### src/rtl/val2_pkg.sv
// Shared encodings and the stage-1 record for the Val2 shift unit.
package val2_pkg;

  // Amount field is wide enough to express "shift by DATA_W" for any supported width.
  localparam int AMT_W = 16;

  localparam logic [1:0] SH_LSL = 2'd0;
  localparam logic [1:0] SH_LSR = 2'd1;
  localparam logic [1:0] SH_ASR = 2'd2;
  localparam logic [1:0] SH_ROR = 2'd3;

  localparam logic [1:0] MODE_MEM = 2'd0;
  localparam logic [1:0] MODE_IMM = 2'd1;
  localparam logic [1:0] MODE_REG = 2'd2;
  localparam logic [1:0] MODE_ISH = 2'd3;

  typedef struct packed {
    logic [1:0]       mode;
    logic [1:0]       sh_type;
    logic [AMT_W-1:0] amount;
    logic             cin;
  } s1_ctrl_t;

  function automatic logic [1:0] decode_mode(input logic mem_en, input logic imm,
                                             input logic reg_shift);
    if (mem_en) return MODE_MEM;
    if (imm) return MODE_IMM;
    if (reg_shift) return MODE_REG;
    return MODE_ISH;
  endfunction

endpackage

### src/rtl/val2_shift_unit_barrel.sv
// Combinational ARM-style barrel shifter: LSL/LSR/ASR/ROR with carry-out, log2 levels.
module barrel_shift_core
  import val2_pkg::*;
#(
  parameter int DATA_W = 32
) (
  input  logic [DATA_W-1:0] value,
  input  logic [AMT_W-1:0]  amount,
  input  logic [1:0]        sh_type,
  input  logic              cin,
  output logic [DATA_W-1:0] result,
  output logic              carry
);

  localparam int LG = $clog2(DATA_W);

  logic              is_lsl;
  logic              fill;
  logic [LG:0]       sat;
  logic [DATA_W-1:0] value_rev;
  logic [DATA_W:0]   rsh_in;
  logic [DATA_W-1:0] shifted;
  logic [DATA_W-1:0] shifted_rev;
  logic [DATA_W-1:0] shift_result;
  logic              shift_carry;
  logic [DATA_W-1:0] rot_result;

  assign is_lsl = (sh_type == SH_LSL);
  assign fill   = (sh_type == SH_ASR) & value[DATA_W-1];
  // Any amount beyond DATA_W behaves like DATA_W+1: everything, carry included, is shifted out.
  assign sat    = (amount > AMT_W'(DATA_W)) ? (LG+1)'(DATA_W + 1) : amount[LG:0];

  genvar gi;
  generate
    for (gi = 0; gi < DATA_W; gi++) begin : g_rev
      assign value_rev[gi]   = value[DATA_W-1-gi];
      assign shifted_rev[gi] = shifted[DATA_W-1-gi];
    end
  endgenerate

  // LSL runs through the right shifter bit-reversed; the extra LSB catches the carry-out.
  assign rsh_in = {(is_lsl ? value_rev : value), 1'b0};

  generate
    for (gi = 0; gi <= LG; gi++) begin : g_rsh
      logic [DATA_W:0] prev;
      logic [DATA_W:0] stage;
      if (gi == 0) begin : g_first
        assign prev = rsh_in;
      end else begin : g_next
        assign prev = g_rsh[gi-1].stage;
      end
      assign stage = sat[gi] ? {{(2**gi){fill}}, prev[DATA_W:2**gi]} : prev;
    end
  endgenerate

  assign shifted      = g_rsh[LG].stage[DATA_W:1];
  assign shift_carry  = g_rsh[LG].stage[0];
  assign shift_result = is_lsl ? shifted_rev : shifted;

  generate
    for (gi = 0; gi < LG; gi++) begin : g_rot
      logic [DATA_W-1:0] prev;
      logic [DATA_W-1:0] stage;
      if (gi == 0) begin : g_first
        assign prev = value;
      end else begin : g_next
        assign prev = g_rot[gi-1].stage;
      end
      assign stage = amount[gi] ? {prev[(2**gi)-1:0], prev[DATA_W-1:2**gi]} : prev;
    end
  endgenerate

  assign rot_result = g_rot[LG-1].stage;

  // A rotate by a multiple of DATA_W leaves value intact, so its MSB is the carry in every case.
  always_comb begin
    result = shift_result;
    carry  = shift_carry;
    if (amount == '0) begin
      result = value;
      carry  = cin;
    end else if (sh_type == SH_ROR) begin
      result = rot_result;
      carry  = rot_result[DATA_W-1];
    end
  end

endmodule

### src/rtl/val2_shift_unit.sv
// Two-stage Val2 / shifter-carry generator with valid/ready handshakes and flush.
module val2_shift_unit
  import val2_pkg::*;
#(
  parameter int DATA_W = 32,
  parameter int TAG_W  = 4
) (
  input  logic              clk,
  input  logic              rst,
  input  logic              flush,
  input  logic              in_valid,
  output logic              in_ready,
  input  logic              in_imm,
  input  logic              in_mem_en,
  input  logic              in_reg_shift,
  input  logic [11:0]       in_shifter,
  input  logic [DATA_W-1:0] in_rm,
  input  logic [7:0]        in_rs,
  input  logic              in_carry,
  input  logic [TAG_W-1:0]  in_tag,
  output logic              out_valid,
  input  logic              out_ready,
  output logic [DATA_W-1:0] out_val2,
  output logic              out_carry,
  output logic [TAG_W-1:0]  out_tag
);

  s1_ctrl_t          dec_ctrl;
  logic [DATA_W-1:0] dec_value;

  s1_ctrl_t          s1_ctrl_reg;
  logic [DATA_W-1:0] s1_value_reg;
  logic [TAG_W-1:0]  s1_tag_reg;
  logic              s1_valid_reg;

  logic              out_valid_reg;
  logic [DATA_W-1:0] out_val2_reg;
  logic              out_carry_reg;
  logic [TAG_W-1:0]  out_tag_reg;

  logic              s1_adv;
  logic              s2_adv;
  logic [DATA_W-1:0] core_result;
  logic              core_carry;
  logic [DATA_W-1:0] val2_next;
  logic              carry_next;

  assign s2_adv   = !out_valid_reg || out_ready;
  assign s1_adv   = !s1_valid_reg || s2_adv;
  assign in_ready = s1_adv;

  // Every form is reduced to (operand, type, amount, cin) for the shared shifter;
  // amount 0 means "pass operand through with carry = cin".
  always_comb begin
    dec_ctrl         = '0;
    dec_ctrl.mode    = decode_mode(in_mem_en, in_imm, in_reg_shift);
    dec_ctrl.cin     = in_carry;
    dec_ctrl.sh_type = in_shifter[6:5];
    dec_value        = in_rm;
    case (dec_ctrl.mode)
      MODE_MEM: begin
        dec_value        = {{(DATA_W-12){in_shifter[11]}}, in_shifter};
        dec_ctrl.sh_type = SH_LSL;
      end
      MODE_IMM: begin
        dec_value        = {{(DATA_W-8){1'b0}}, in_shifter[7:0]};
        dec_ctrl.sh_type = SH_ROR;
        dec_ctrl.amount  = AMT_W'({in_shifter[11:8], 1'b0});
      end
      MODE_REG: begin
        dec_ctrl.amount = AMT_W'(in_rs);
      end
      default: begin
        dec_ctrl.amount = AMT_W'(in_shifter[11:7]);
        if (in_shifter[11:7] == 5'd0) begin
          case (in_shifter[6:5])
            SH_LSR, SH_ASR: dec_ctrl.amount = AMT_W'(DATA_W);
            SH_ROR: begin
              // RRX: pre-rotate through the carry here, then pass straight through.
              dec_value    = {in_carry, in_rm[DATA_W-1:1]};
              dec_ctrl.cin = in_rm[0];
            end
            default: ;
          endcase
        end
      end
    endcase
  end

  barrel_shift_core #(
    .DATA_W(DATA_W)
  ) u_core (
    .value  (s1_value_reg),
    .amount (s1_ctrl_reg.amount),
    .sh_type(s1_ctrl_reg.sh_type),
    .cin    (s1_ctrl_reg.cin),
    .result (core_result),
    .carry  (core_carry)
  );

  assign val2_next  = (s1_ctrl_reg.mode == MODE_MEM) ? s1_value_reg : core_result;
  assign carry_next = (s1_ctrl_reg.mode == MODE_MEM) ? s1_ctrl_reg.cin : core_carry;

  always_ff @(posedge clk) begin
    if (rst) begin
      s1_valid_reg  <= 1'b0;
      s1_ctrl_reg   <= '0;
      s1_value_reg  <= '0;
      s1_tag_reg    <= '0;
      out_valid_reg <= 1'b0;
      out_val2_reg  <= '0;
      out_carry_reg <= 1'b0;
      out_tag_reg   <= '0;
    end else if (flush) begin
      s1_valid_reg  <= 1'b0;
      out_valid_reg <= 1'b0;
    end else begin
      if (s1_adv) begin
        s1_valid_reg <= in_valid;
        if (in_valid) begin
          s1_ctrl_reg  <= dec_ctrl;
          s1_value_reg <= dec_value;
          s1_tag_reg   <= in_tag;
        end
      end
      if (s2_adv) begin
        out_valid_reg <= s1_valid_reg;
        if (s1_valid_reg) begin
          out_val2_reg  <= val2_next;
          out_carry_reg <= carry_next;
          out_tag_reg   <= s1_tag_reg;
        end
      end
    end
  end

  assign out_valid = out_valid_reg;
  assign out_val2  = out_val2_reg;
  assign out_carry = out_carry_reg;
  assign out_tag   = out_tag_reg;

endmodule

### config.mk
export PLATFORM = sky130hd
export DESIGN_NAME = val2_shift_unit
export DESIGN_NICKNAME = d
export VERILOG_FILES = /design/src/rtl/val2_pkg.sv /design/src/rtl/val2_shift_unit_barrel.sv /design/src/rtl/val2_shift_unit.sv
export SDC_FILE = /design/constraint.sdc
export NUM_CORES = 1
export LEC_CHECK = 0
export CAP_MARGIN = 5
export CORE_ASPECT_RATIO = 2
export CORE_MARGIN = 2
export CORE_UTILIZATION = 65
export CTS_CLUSTER_DIAMETER = 80
export DETAILED_ROUTE_END_ITERATION = 10
export DONT_BUFFER_PORTS = 1
export GPL_TIMING_DRIVEN = 0
export PLACE_DENSITY = 0.81
export SYNTH_ARGS = -nofsm -noshare
export SYNTH_HDL_FRONTEND = slang
export SYNTH_SLANG_ARGS = --single-unit
### constraint.sdc
create_clock -name clk -period 5.93 [get_ports clk]
set_input_delay 0.593 -clock clk [delete_from_list [all_inputs] [get_ports clk]]
set_output_delay 0.593 -clock clk [all_outputs]
set_load 0.02 [all_outputs]
==> results of run 1 <==
[stage by stage]
stage,instances,setup slack [ns]
after floorplan,1247,2.98
after global placement,1439,1.90
after detailed placement,1440,2.11
after CTS,1454,2.07
[cell families after synthesis]
family,synth area share
adders and majority gates,0.00131
AOI/OAI and AO/OA,0.263
and+or+nand+nor,0.217
DFF,0.185
buffers and inverters,0.0709
muxes,0.263
[metal layers]
layer,overflow,track usage
met2,59,0.869
met4,48,0.674
met3,5,0.448
met5,0,0.0140
met1,0,0.686
[cells in the mapped netlist, drive strengths merged (5+ instances only)]
library cell	number	area [µm²]
nor2	137	514
or3b	9	78.8
nor3	43	215
nand2	194	728
a31oi	13	81.3
dfxtp	88	1760
o32ai	5	51.3
o211ai	20	160
buf	48	285
mux2i	83	831
a32oi	6	60.1
a2111oi	5	50.0
or4	5	45.0
o22ai	13	81.3
o21ai	99	507
mux2	19	214
nand3	26	130
a211oi	27	208
nand4	7	43.8
clkbuf	97	364
o221ai	32	280
a21oi	107	547
inv	5	18.8
o31ai	11	87.6
mux4	64	1460
or3	5	31.3
nor4	9	68.8
a221oi	8	70.1
==> impl_metrics.csv, run 1 <==
group,metric,value,unit
synth,synth_edf_count,0,
die,start_util,0.664,
synth,ys_warn_count,0,
synth,avgSynthCellArea,7.64,µm²
synth,synth_ff_type,"dfxtp_1",
global_routing,grt_pass1_vias,12300,
global_routing,grt_pass1_wl,79.8,mm
clock_tree,cts_htree_levels,3,
status,stop_stage,"global routing (5_1_grt)",
placement,port_buffers,0,
placement,place_area,9770,µm²
die,num_rows,62,
clock_tree,post-cts-setup-buffers,0,
clock_tree,cts_num_sinks,88,
status,status,"did not finish",
die,die_h,175,µm
clock_tree,cts_resized,0,
global_routing,grt_overflow,112,
clock_tree,clockBufferDepth,2,
clock_tree,clockRootBuffer,"clkbuf_16",
synth,syn-cell-area,9530,µm²
placement,hpwlAfterDp,35.7,mm
global_routing,grt_max_degree,14,
synth,synth_cell_types,81,
synth,synth-seq-area-share,0.185,
clock_tree,postCtsHoldBufs,0,
status,firstError,"[ERROR GRT-0116] Global routing finished with congestion. Check the congestion regions in the DRC Viewer.",
placement,routabilityCongestion,1.32,
die,die_w,89.6,µm
synth,netlist_instances,1247,
die,io_pins,104,
synth,syn_nets,1313,
clock_tree,cts_buffers,9,
synth,synthArstFlopShare,0,
synth,ys_seq_elements,88,
global_routing,grt_use_total,0.675,
==> run 2: changes to the inputs <==
CORE_ASPECT_RATIO = unset   (was 2)
CORE_UTILIZATION = 40   (was 65)
CTS_CLUSTER_DIAMETER = unset   (was 80)
PLACE_DENSITY = unset   (was 0.81)
PLACE_DENSITY_LB_ADDON = 0.15   (was unset)
==> impl_metrics.csv, run 2 <==
group,metric,value,unit
status,status,"finished clean",
setup_path,rr_worst_depth,9,
synth,avgSynthCellArea,7.64,µm²
synth,synth_edf_count,0,
cells_and_area,final_common_cell,"nand2_1",
routing,drtPass1Iterations,7,
placement,routabilityCongestion,1.07,
synth,ys_seq_elements,88,
sta,setup_total_negative_slack,0,ns
global_routing,grt_pass1_wl,69.9,mm
power,p_sw,725,µW
die,core_area,23400,µm²
die,num_rows,56,
synth,netlist_instances,1247,
die,start_util,0.407,
routing,viasPerCell,7.02,
synth,synth_ff_type,"dfxtp_1",
power,p_sw_frac,0.397,
sta,rsz0062_at_grt,"false",
clock_tree,postCtsHoldBufs,0,
sta,hold_viol_final,0,
routing,routed_wl,48.1,mm
synth,yosysTopAreaCellShare,0.185,
clock_tree,post-cts-setup-buffers,0,
synth,synth.most_common_cell,"nand2_1",
min_path,whs_path_depth,1,
die,io_pins,104,
sta,clock.fmax,0.252,GHz
power,seq_power_share,0.352,
global_routing,grt_use_total,0.385,
setup_path,worstReg2RegStart,"s1_ctrl_reg[18]",
sta,finClkSkew,0.0195,ns
clock_tree,clock_latency,0.38,ns
setup_path,crit_path_end_kind,"flip-flop",
sta,slew_headroom,0.186,
power,p_leak,3.52,nW
power,p_int,1.10,mW
clock_tree,cts.clk_slew.worst_paths,0.08,ns
routing,ant_nets,0,
routing,num_vias,11100,
routing,drt_iter0_drc,1521,
clock_tree,cts_tree,"yes",
clock_tree,cts_buffers,9,
setup_path,crit_path_start_kind,"flip-flop",
synth,syn-cell-area,9530,µm²
placement,port_buffers,0,
sta,period_needed,3.97,ns
synth,synth-seq-area-share,0.185,
global_routing,grt_overflow,0,
min_path,holdCritStartpoint,"flush",
min_path,hp-class,"in2reg",
synth,synth_commonest_cells,"nand2_1 (194), nor2_1 (137), a21oi_1 (104)",
cells_and_area,nNetsFinal,1324,
clock_tree,cts_num_sinks,88,
routing,post_drt_wl_per_cell,30.4,µm
sta,worst_hold_slack,0.293,ns
sta,worstMarginPinSlew,1.22,ns
synth,synthArstFlopShare,0,
setup_path,critPathRequiredTime,6.21,ns
placement,hpwlAfterDp,35.8,mm
synth,synth_cell_types,81,
synth,ys_warn_count,0,
routing,drcViolationCount,0,
flow_run,drv_cap,0,
setup_path,crit_start,"s1_ctrl_reg[18]",
setup_path,cp_data_arrival_time,4.25,ns
clock_tree,cts_htree_levels,3,
clock_tree,clockRootBuffer,"clkbuf_16",
power,clkPwrFrac,0.339,
power,vdd_drop_max,0.000124,V
synth,netlist_top_cells_area,"dfxtp_1 (18%), mux4_2 (14%), mux2i_1 (8.7%)",
power,power.density,178,nW/µm²
cells_and_area,most-common-layout-cells,"nand2_1 (194), nor2_1 (137), a21oi_1 (104)",
cells_and_area,area_delta_synth_final,7.35,%
global_routing,grt_pass1_vias,10600,
synth,syn_nets,1313,
clock_tree,cts_resized,0,
setup_path,crit_type,"reg2reg",
sta,drv_slew,0,
die,die_h,158,µm
cells_and_area,drive_gt1_frac,0.126,
clock_tree,clockBufferDepth,2,
sta,setup_viol,0,
global_routing,antenna_found_initial,1,
setup_path,cp_max_fo,10,
power,combPwrFrac,0.309,
global_routing,grt_max_degree,18,
sta,min_period_over_period,0.669,
die,die_w,158,µm
synth,yosys.area.top_type,"dfxtp_1",
die,dieArea,25100,µm²
## run 2: cell counts after synthesis
No cell type changed its count.
## run 2: power by group through the flow
stage / logic [mW] / clock network (mW) / registers (mW)
after floorplan: 0.363 / 0 / 0.639
after global placement: 0.538 / 0 / 0.654
after detailed placement: 0.535 / 0 / 0.654
after CTS: 0.537 / 0.617 / 0.640
after global routing: 0.586 / 0.638 / 0.643
final: 0.564 / 0.619 / 0.642
## run 2: final timing paths
kind	endpoint	slack (ns)
worst max-delay path	out_val2[31]	1.96
worst min-delay path	s1_valid_reg	0.29
worst max register to register	out_val2[31]	1.96
worst min register to register	s1_tag_reg[1]	0.46
## run 2: logic make-up (layout without fill, tap and decap cells)
family / count (synthesis) / count (layout) / synth area share
adder cells (fa/ha/maj): 1 / 1 / 0.00131
other: 0 / 2 / 0
flip-flops: 88 / 88 / 0.185
AO/OA/AOI/OAI: 381 / 381 / 0.263
multiplexers: 166 / 166 / 0.263
buffers and inverters: 152 / 168 / 0.0709
AND/OR/NAND/NOR: 459 / 459 / 0.217
## run 2: worst max-delay path, stage by stage, from the launching register on
cell	delay (ns)
dfxtp_1	0.45
clkbuf_1	0.33
clkbuf_1	0.47
clkinv_1	0.44
nor2_1	0.72
clkbuf_1	0.64
a21oi_1	0.35
o211ai_1	0.18
a21oi_1	0.10
nor4_1	0.19
## run 2: stage by stage
step                      utilization  power [mW]  setup slack [ns]  instance area, µm²  cells
after floorplan                     -        1.00              2.98                9530   1247
after global placement          0.424        1.19              2.23                9930   1566
after detailed placement        0.424        1.19              2.26                9930   1566
after CTS                       0.437        1.79              2.22               10200   1582
after global routing            0.437        1.87              1.92               10200   1582
final                           0.437        1.83              1.96               10200   1584
## run 2: cell type report
type | count | area [µm²]
fillers | 2497 | 13200
multi-input cells | 1007 | 7090
flip-flops and latches | 88 | 1760
plain buffers | 145 | 649
well taps | 319 | 399
clock buffers | 10 | 239
clock inverters | 6 | 57.6
inverters | 7 | 26.3
diodes | 2 | 5.00
## run 2: layer usage
metal / vias up / part of all wire / global-route usage
li1: 4747 / - / -
met1: 5320 / 0.40 / 0.505
met2: 857 / 0.42 / 0.577
met3: 197 / 0.12 / 0.106
met4: 0 / 0.060 / 0.202
met5: - / 0 / 0
Power figures use the tool's default switching activity.
==> run 3: changes to the inputs <==
clock period = 3.6 ns   (was 5.93 ns; I/O delays follow)
==> impl_metrics.csv, run 3 (synthesized netlist as in run 2, its figures left out) <==
group,metric,value,unit
global_routing,antenna_found_initial,1,
die,start_util,0.407,
routing,viasPerCell,6.99,
global_routing,grt_overflow,0,
clock_tree,clock_latency,0.38,ns
setup_path,worstReg2RegStart,"s1_ctrl_reg[8]",
setup_path,cp-endpoint,"out_val2[28]",
placement,hpwlAfterDp,35.8,mm
sta,hold_viol_final,0,
sta,finClkSkew,0.0185,ns
sta,period_needed,3.57,ns
setup_path,ff2ff_setup_slack,0.03,ns
setup_path,crit_path_start_kind,"flip-flop",
placement,port_buffers,0,
cells_and_area,final_common_cell,"nand2_1",
sta,setup_viol,0,
sta,setup_total_negative_slack,0,ns
clock_tree,cts_buffers,9,
cells_and_area,most-common-layout-cells,"nand2_1 (194), nor2_1 (135), a21oi_1 (102)",
setup_path,crit_type,"reg2reg",
power,p_leak,3.58,nW
setup_path,crit_path_end_kind,"flip-flop",
power,vdd_drop_max,0.000204,V
routing,post_drt_wl_per_cell,30.3,µm
clock_tree,clockRootBuffer,"clkbuf_16",
setup_path,rr_worst_depth,11,
die,num_rows,56,
cells_and_area,area_delta_synth_final,8.35,%
setup_path,cpLargestDelayFamily,"compound AO/OA/AOI/OAI gates",
global_routing,grt_max_degree,18,
power,power.density,292,nW/µm²
die,io_pins,104,
global_routing,grt_use_total,0.386,
sta,slew_headroom,0.235,
setup_path,crit_path_frequent_cell,"buf_2",
setup_path,crit_start,"s1_ctrl_reg[8]",
die,die_h,158,µm
setup_path,max_stage_delay,0.65,ns
sta,drv_slew,0,
sta,worst_hold_slack,0.0617,ns
routing,ant_nets,0,
clock_tree,cts.clk_slew.worst_paths,0.09,ns
sta,clock.fmax,0.280,GHz
min_path,hp-class,"in2reg",
setup_path,crit_buf_inv,4,
clock_tree,cts_tree,"yes",
routing,drt_iter0_drc,1389,
clock_tree,cts_htree_levels,3,
setup_path,cp.depth,11,
clock_tree,postCtsHoldBufs,0,
setup_path,cp_max_fo,10,
cells_and_area,drive_gt1_frac,0.139,
clock_tree,cts_num_sinks,88,
global_routing,grt_pass1_vias,10500,
clock_tree,clockBufferDepth,2,
setup_path,cp_slowest_cell,"nor4_1",
routing,drtPass1Iterations,7,
routing,drcViolationCount,0,
flow_run,drv_cap,0,
setup_path,worstPathCellList,"buf_6, nor4_1, a21oi_2, buf_2, buf_2, buf_2, a211oi_1, a21oi_1, a221oi_2, a211o_1, o21ai_0",
power,total_power,3.02,mW
die,core_area,23400,µm²
setup_path,reg2reg_to,"out_val2[28]",
sta,min_period_over_period,0.990,
setup_path,cp_data_arrival_time,3.79,ns
die,die_w,158,µm
placement,routabilityCongestion,1.07,
routing,num_vias,11100,
global_routing,grt_pass1_wl,70.0,mm
cells_and_area,nNetsFinal,1329,
routing,routed_wl,48.1,mm
die,dieArea,25100,µm²
setup_path,critPathRequiredTime,3.83,ns
sta,worstMarginPinSlew,1.15,ns
status,status,"finished clean",
-- run 3: changes by cell type in the layout (fill, tap and decap cells not counted), moves of 2 or more --
cell,previous run,this run
buf_4,6,11
clkbuf_1,97,94
clkbuf_2,0,3
o32ai_1,4,1
o32ai_2,1,4
a21oi_1,104,102
a21oi_2,3,5
nor2_1,137,135
nor2_2,0,2
-- run 3: area by class of cell --
cell class,count,area [µm²]
Buffer,145,653
Timing Repair Buffer,5,37.5
Fill cell,2495,13100
Multi-Input combinational cell,1007,7150
Clock buffer,10,239
Sequential cell,88,1760
Tap cell,319,399
Clock inverter,6,57.6
Inverter,7,26.3
Antenna cell,1,2.50
-- run 3: per-stage QoR --
step | setup WS [ns] | cells | utilization | instance area, µm²
global placement | -0.0999 | 1566 | 0.424 | 9930
detailed placement | -0.0733 | 1566 | 0.424 | 9930
global route | -0.0197 | 1587 | 0.441 | 10300
finish | 0.0345 | 1588 | 0.441 | 10300
floorplan | 0.645 | 1247 | - | 9530
CTS | 0.0134 | 1582 | 0.437 | 10200
-- run 3: layer usage --
metal,global-route usage,up-vias,share of wire
met5,0,-,0
met4,0.199,0,0.060
met3,0.106,197,0.13
met2,0.579,900,0.42
met1,0.507,5265,0.39
li1,-,4743,-
-- run 3: worst register-to-register path, stage by stage, from the launching register on --
cell	delay (ns)
dfxtp_1	0.34
buf_6	0.15
nor4_1	0.65
a21oi_2	0.14
buf_2	0.26
buf_2	0.25
buf_2	0.26
a211oi_1	0.44
a21oi_1	0.14
a221oi_2	0.50
a211o_1	0.22
o21ai_0	0.08
-- run 3: where the power goes --
group	internal (mW)	total, mW	leakage [nW]	switching (mW)
sequential	1.00	1.06	0.715	0.0542
combinational	0.307	0.938	2.72	0.632
clock	0.508	1.02	0.148	0.513
total	1.82	3.02	3.58	1.20
-- run 3: what timing repair did --
item	in CTS	in global routing
setup endpoints to repair	5	23
pin swaps	0	2
resized for setup	3	14
setup buffers	0	5
-- run 3: worst min path at each step --
stage                        from           end  slack (ns)  depth (start not counted)
floorplan           s1_tag_reg[0]    out_tag[0]        0.43                          2
global placement            flush  s1_valid_reg        0.44                          1
global route                flush  s1_valid_reg        0.06                          1
CTS                         flush     out_valid        0.06                          1
detailed placement          flush     out_valid        0.44                          1
finish                      flush  s1_valid_reg        0.06                          1
==> run 4: changes to the inputs <==
ABC_AREA = 1   (was unset)
==> impl_metrics.csv, run 4 <==
group,metric,value,unit
setup_path,cp_slowest_cell,"buf_1",
routing,routed_wl,39.8,mm
sta,period_needed,3.23,ns
clock_tree,clockBufferDepth,2,
synth,netlist_instances,1647,
sta,finClkSkew,0.00780,ns
setup_path,worstPathCellList,"buf_6, buf_2, buf_1, o21ai_0, o21ai_0, mux2i_1, o21ai_0, a21oi_1, a21oi_1, nand3_1, nand2_1, a21oi_1",
clock_tree,cts_num_sinks,88,
synth,yosys.area.top_type,"nand2_1",
synth,synth_ff_type,"dfxtp_1",
setup_path,crit_path_start_kind,"flip-flop",
routing,drt_iter0_drc,1311,
sta,drv_slew,0,
die,dieArea,23500,µm²
clock_tree,post-cts-setup-buffers,0,
sta,min_period_over_period,0.898,
setup_path,crit_buf_inv,3,
die,core_area,21900,µm²
power,vdd_drop_max,0.000219,V
clock_tree,cts_buffers,9,
setup_path,crit_path_end_kind,"flip-flop",
synth,ys_warn_count,0,
synth,synth_edf_count,0,
min_path,hp-class,"in2reg",
global_routing,grt_pass1_vias,10900,
sta,setup_total_negative_slack,0,ns
routing,drtPass1Iterations,6,
setup_path,rr_worst_depth,12,
clock_tree,cts.clk_slew.worst_paths,0.07,ns
synth,synth-seq-area-share,0.197,
synth,yosysTopAreaCellShare,0.223,
global_routing,grt_overflow,0,
die,die_h,153,µm
die,die_w,153,µm
sta,setup_viol,0,
cells_and_area,nFillCells,2550,
global_routing,grt_max_degree,16,
routing,viasPerCell,5.99,
routing,num_vias,11600,
global_routing,antenna_found_initial,0,
synth,avgSynthCellArea,5.42,µm²
cells_and_area,final_common_cell,"nand2_1",
synth,synth_cell_types,41,
clock_tree,clock_latency,0.36,ns
routing,ant_nets,0,
die,start_util,0.408,
sta,clock.fmax,0.309,GHz
setup_path,critPathRequiredTime,3.83,ns
placement,hpwlAfterDp,32.5,mm
cells_and_area,antenna_cells,0,
synth,syn-cell-area,8930,µm²
clock_tree,cts_tree,"yes",
sta,rsz0062_at_grt,"false",
global_routing,grt_pass1_wl,61.7,mm
status,status,"finished clean",
setup_path,crit_type,"reg2reg",
cells_and_area,fin_util,0.438,
die,num_rows,54,
setup_path,cp_data_arrival_time,3.46,ns
sta,fin_ws,0.367,ns
synth,synth_commonest_cells,"nand2_1 (530), nand3_1 (229), o21ai_0 (190)",
clock_tree,cts_htree_levels,3,
placement,port_buffers,0,
sta,hold_viol_final,0,
global_routing,grt_use_total,0.334,
cells_and_area,most-common-layout-cells,"nand2_1 (530), nand3_1 (229), o21ai_0 (190)",
clock_tree,clockRootBuffer,"clkbuf_16",
synth,ys_seq_elements,88,
routing,drcViolationCount,0,
power,power.density,360,nW/µm²
synth,syn_nets,1713,
setup_path,ff2ff_setup_slack,0.37,ns
cells_and_area,drive_gt1_frac,0.0481,
sta,slew_headroom,0.251,
cells_and_area,nNetsFinal,1724,
min_path,whs_path_depth,2,
setup_path,cp_max_fo,10,
placement,preCtsSetupSlack,0.252,ns
cells_and_area,area_delta_synth_final,7.41,%
setup_path,cpLargestDelayFamily,"compound AO/OA/AOI/OAI gates",
synth,synth.most_common_cell,"nand2_1",
placement,routabilityCongestion,1.06,
power,p_leak,4.26,nW
synth,synthArstFlopShare,0,
setup_path,max_stage_delay,0.47,ns
synth,netlist_top_cells_area,"nand2_1 (22%), dfxtp_1 (20%), nand3_1 (13%)",
sta,worstMarginPinSlew,1.11,ns
routing,post_drt_wl_per_cell,20.5,µm
die,io_pins,104,
flow_run,drv_cap,0,
setup_path,cp.depth,12,
-- run 4: final timing paths --
| path | startpoint | to |
|---|---|---|
| setup reg to reg | s1_ctrl_reg[1] | out_val2[16] |
| hold reg to reg | s1_ctrl_reg[19] | s1_ctrl_reg[19] |
| hold / removal | in_shifter[2] | s1_value_reg[2] |
| setup / recovery | s1_ctrl_reg[1] | out_val2[16] |
-- run 4: cell type report --
type / count / area [µm²] / share of cell area
plain buffers: 126 / 554 / 0.0578
clock buffers: 11 / 243 / 0.0253
clock inverters: 5 / 63.8 / 0.00665
inverters: 81 / 312 / 0.0325
multi-input cells: 1352 / 6310 / 0.658
flip-flops and latches: 88 / 1760 / 0.184
well taps: 280 / 350 / 0.0365
-- run 4: stage by stage --
step / total power, mW / instance area (µm²) / hold WS [ns] / std cells
after detailed placement: 2.43 / 9280 / 0.464 / 1927
after global placement: 2.43 / 9280 / 0.457 / 1927
after global routing: 3.64 / 9600 / 0.169 / 1943
after floorplan: 2.01 / 8930 / 0.445 / 1647
final: 3.45 / 9600 / 0.154 / 1943
after CTS: 3.41 / 9590 / 0.145 / 1943
-- run 4: cell families (layout without fill, tap and decap cells) --
group           Yosys count  count (layout)  share of synthesized area
flops                    88              88                      0.197
simple gates            908             908                      0.426
buf+inv                 207             223                     0.0969
fa+ha+maj                 1               1                    0.00140
compound gates          411             411                      0.243
mux                      32              32                     0.0359
-- run 4: timing repair --
| item | in CTS | in global routing |
|---|---|---|
| setup endpoints to repair | 0 | 2 |
| hold buffers | 0 | 0 |
| resized for setup | 0 | 1 |
-- run 4: per-layer routing --
layer  global-route usage  vias to the layer above  wire [µm]
li1                     -                     5535          -
met1                0.451                     5380      17100
met5                    0                        -          0
met2                0.517                      621      17400
met3               0.0496                       98       3280
met4                0.173                        0       1980
-- run 4: where the power goes --
part / internal (mW) / leakage [nW] / switching (mW)
clock network: 0.562 / 0.146 / 0.423
registers: 1.02 / 0.718 / 0.0583
logic: 0.399 / 3.40 / 0.996
==> patch, RTL diff (config.mk and constraints of run 3) <==
`AMT_W`: 16 -> 32.
--- a/src/rtl/val2_pkg.sv
+++ b/src/rtl/val2_pkg.sv
@@ -2,7 +2,7 @@
 package val2_pkg;
 
   // Amount field is wide enough to express "shift by DATA_W" for any supported width.
-  localparam int AMT_W = 16;
+  localparam int AMT_W = 32;
 
   localparam logic [1:0] SH_LSL = 2'd0;
   localparam logic [1:0] SH_LSR = 2'd1;
Function: no difference found for any inputs over 4 cycles, from zero or initial values and one cycle with rst high; that may be too few to reach the edited logic, so the function may still have changed.
==> patch against run 3 <==
  * The run now ends with negative setup slack left
  * Core utilization grew 0.54 points
  * Largest power group unchanged
  * Sequential cell count is the same
  * Wire length rose by 9.1%
  * Largest cell class unchanged
  * Synthesized cell count rose by 2.5%
  * Total power increased by 0.73%
  * First-iteration DRC count grew 15%
  * Die area rose by 0.40%
  * Setup slack worse by 0.037 ns
  * Design area grew 1.5%
  * Highest routed layer is now met5
  * Critical endpoint is now out_val2[26]
  * Synthesized area grew 0.41%
==> patch: results (changes against run 3) <==
----------------------------------------------------
[Drt]
  Amount of wire on met3 after detailed routing ... 6.401 mm (+1.8%)
  Routed met1 length ... 20.65 mm (+11%)
  Routed vias ... 11511 (+3.7%)
  Met2 wire len ... 22.15 mm (+8.5%)
  WL final ... 52.53 mm (+9.1%)
  Pre-Repair DR Iteration Count ... 8 (+1)
  DRC violation total after the first TritonRoute iteration ... 1600 (+15%)
  Highest layer used for signal routing ... met5
  DR WL/cell ... 32.43 um (+7.0%)

[Global route]
  Met2 track utilization from global routing ... 0.6122 (+0.03357)
  First-pass GRT wire length ... 74.90 mm (+6.9%)
  Largest net degree at the start of global routing ... 17 (-1)
  Vias in the first global route ... 10896 (+3.5%)
  GR Util All Layers ... 0.4176 (+0.03182)
  Antenna violations before repair ... 6 (+5)
  M3 GR Usage ... 0.1206 (+0.01497)

[Power]
  LEAKAGE ... 0.003614 uW (+0.96%)
  Switching power total ... 1218 uW (+1.5%)
  Part of the total power dissipated in sequential elements ... 0.365 (+0.014)
  Peak supply drop ... 0.1686 mV (-17%)
  Pwr dens ... 290.0 nW/um2 (-0.79%)
  Power attributed to combinational cells ... 964 uW (+2.8%)

[Run status]
  Violated checks ... negative setup slack
  Status ... complete, but fails checks

[STA]
  Min setup slack post-route ... -0.002244 ns (-0.03673 ns)
  Count of endpoints failing setup in the final report ... 1 (+1)
  Setup Skew ... 0.01724 ns (-0.001245 ns)
  Post-Route Hold Slack ... 0.05869 ns (-0.003015 ns)

[Critical path]
  R2r startpoint ... s1_ctrl_reg[4]
  Critical-path cell with the highest stage delay ... sky130_fd_sc_hd__a2111oi_2
  Endpoint arrival time on the critical path ... 3.84 ns (+0.05 ns)
  Peak per-stage delay on the critical path ... 0.67 ns (+0.02 ns)
  Crit path max fanout ... 9 (-1)

[Yosys]
  Synthesized instance count ... 1278 (+2.5%)
  Seq/Total Area, Yosys ... 0.1841 (-0.0007495)
  Dominant cells by area after synthesis ... sky130_fd_sc_hd__dfxtp_1, sky130_fd_sc_hd__mux4_2, sky130_fd_sc_hd__nand2_1
  Most used standard cells in the synthesized netlist ... sky130_fd_sc_hd__nand2_1, sky130_fd_sc_hd__a21oi_1, sky130_fd_sc_hd__clkbuf_1, sky130_fd_sc_hd__dfxtp_1, sky130_fd_sc_hd__nor2_1
  Library cells used by synthesis ... 82 (+1.2%)

[Placement]
  Pre-CTS setup slack ... -0.5889 ns (-0.5157 ns)
  Cells after DPL ... 1597 (+2.0%)
  Total placed instance area ... 9972 um2 (+0.44%)
  Global placement routability congestion ... 1.044 (-2.7%)

[Clock network]
  # resized after CTS ... 22 (+19)

[Final layout]
  Final nets ... 1358 (+2.2%)
  Share of post-route cells with drive strength above 1 ... 0.1542 (+0.01540)

----------------------------------------------------
==> patch: cell count changes after synthesis, sizes merged, moves of 12 or more <==
| cell | delta |
|---|---|
| buf | -12 |
| o221ai | -24 |
| o21ai | -16 |
| o221a | +22 |
| a211oi | +16 |
| nor2 | -48 |
| nand2 | +50 |
==> patch: logic make-up (layout without fill, tap and decap cells) <==
kind of cell | after synthesis | count (layout) | share of synthesized area
and+or+nand+nor | 467 | 467 | 0.2164
buffers and inverters | 149 | 168 | 0.06238
adders and majority gates | 1 | 1 | 0.001307
AOI/OAI and AO/OA | 423 | 423 | 0.3068
muxes | 150 | 150 | 0.2290
other | 0 | 4 | 0
DFF | 88 | 88 | 0.1841
==> patch: cell type report <==
class | instances | area (um2)
fill | 2472 | 12990
multi-input combinational | 1041 | 7346
sequential | 88 | 1763
buffer | 131 | 558.0
tap | 319 | 399.1
clock buffer | 10 | 239.0
timing repair buffer | 7 | 65.06
inverter | 14 | 52.55
clock inverter | 6 | 50.05
antenna | 4 | 10.01
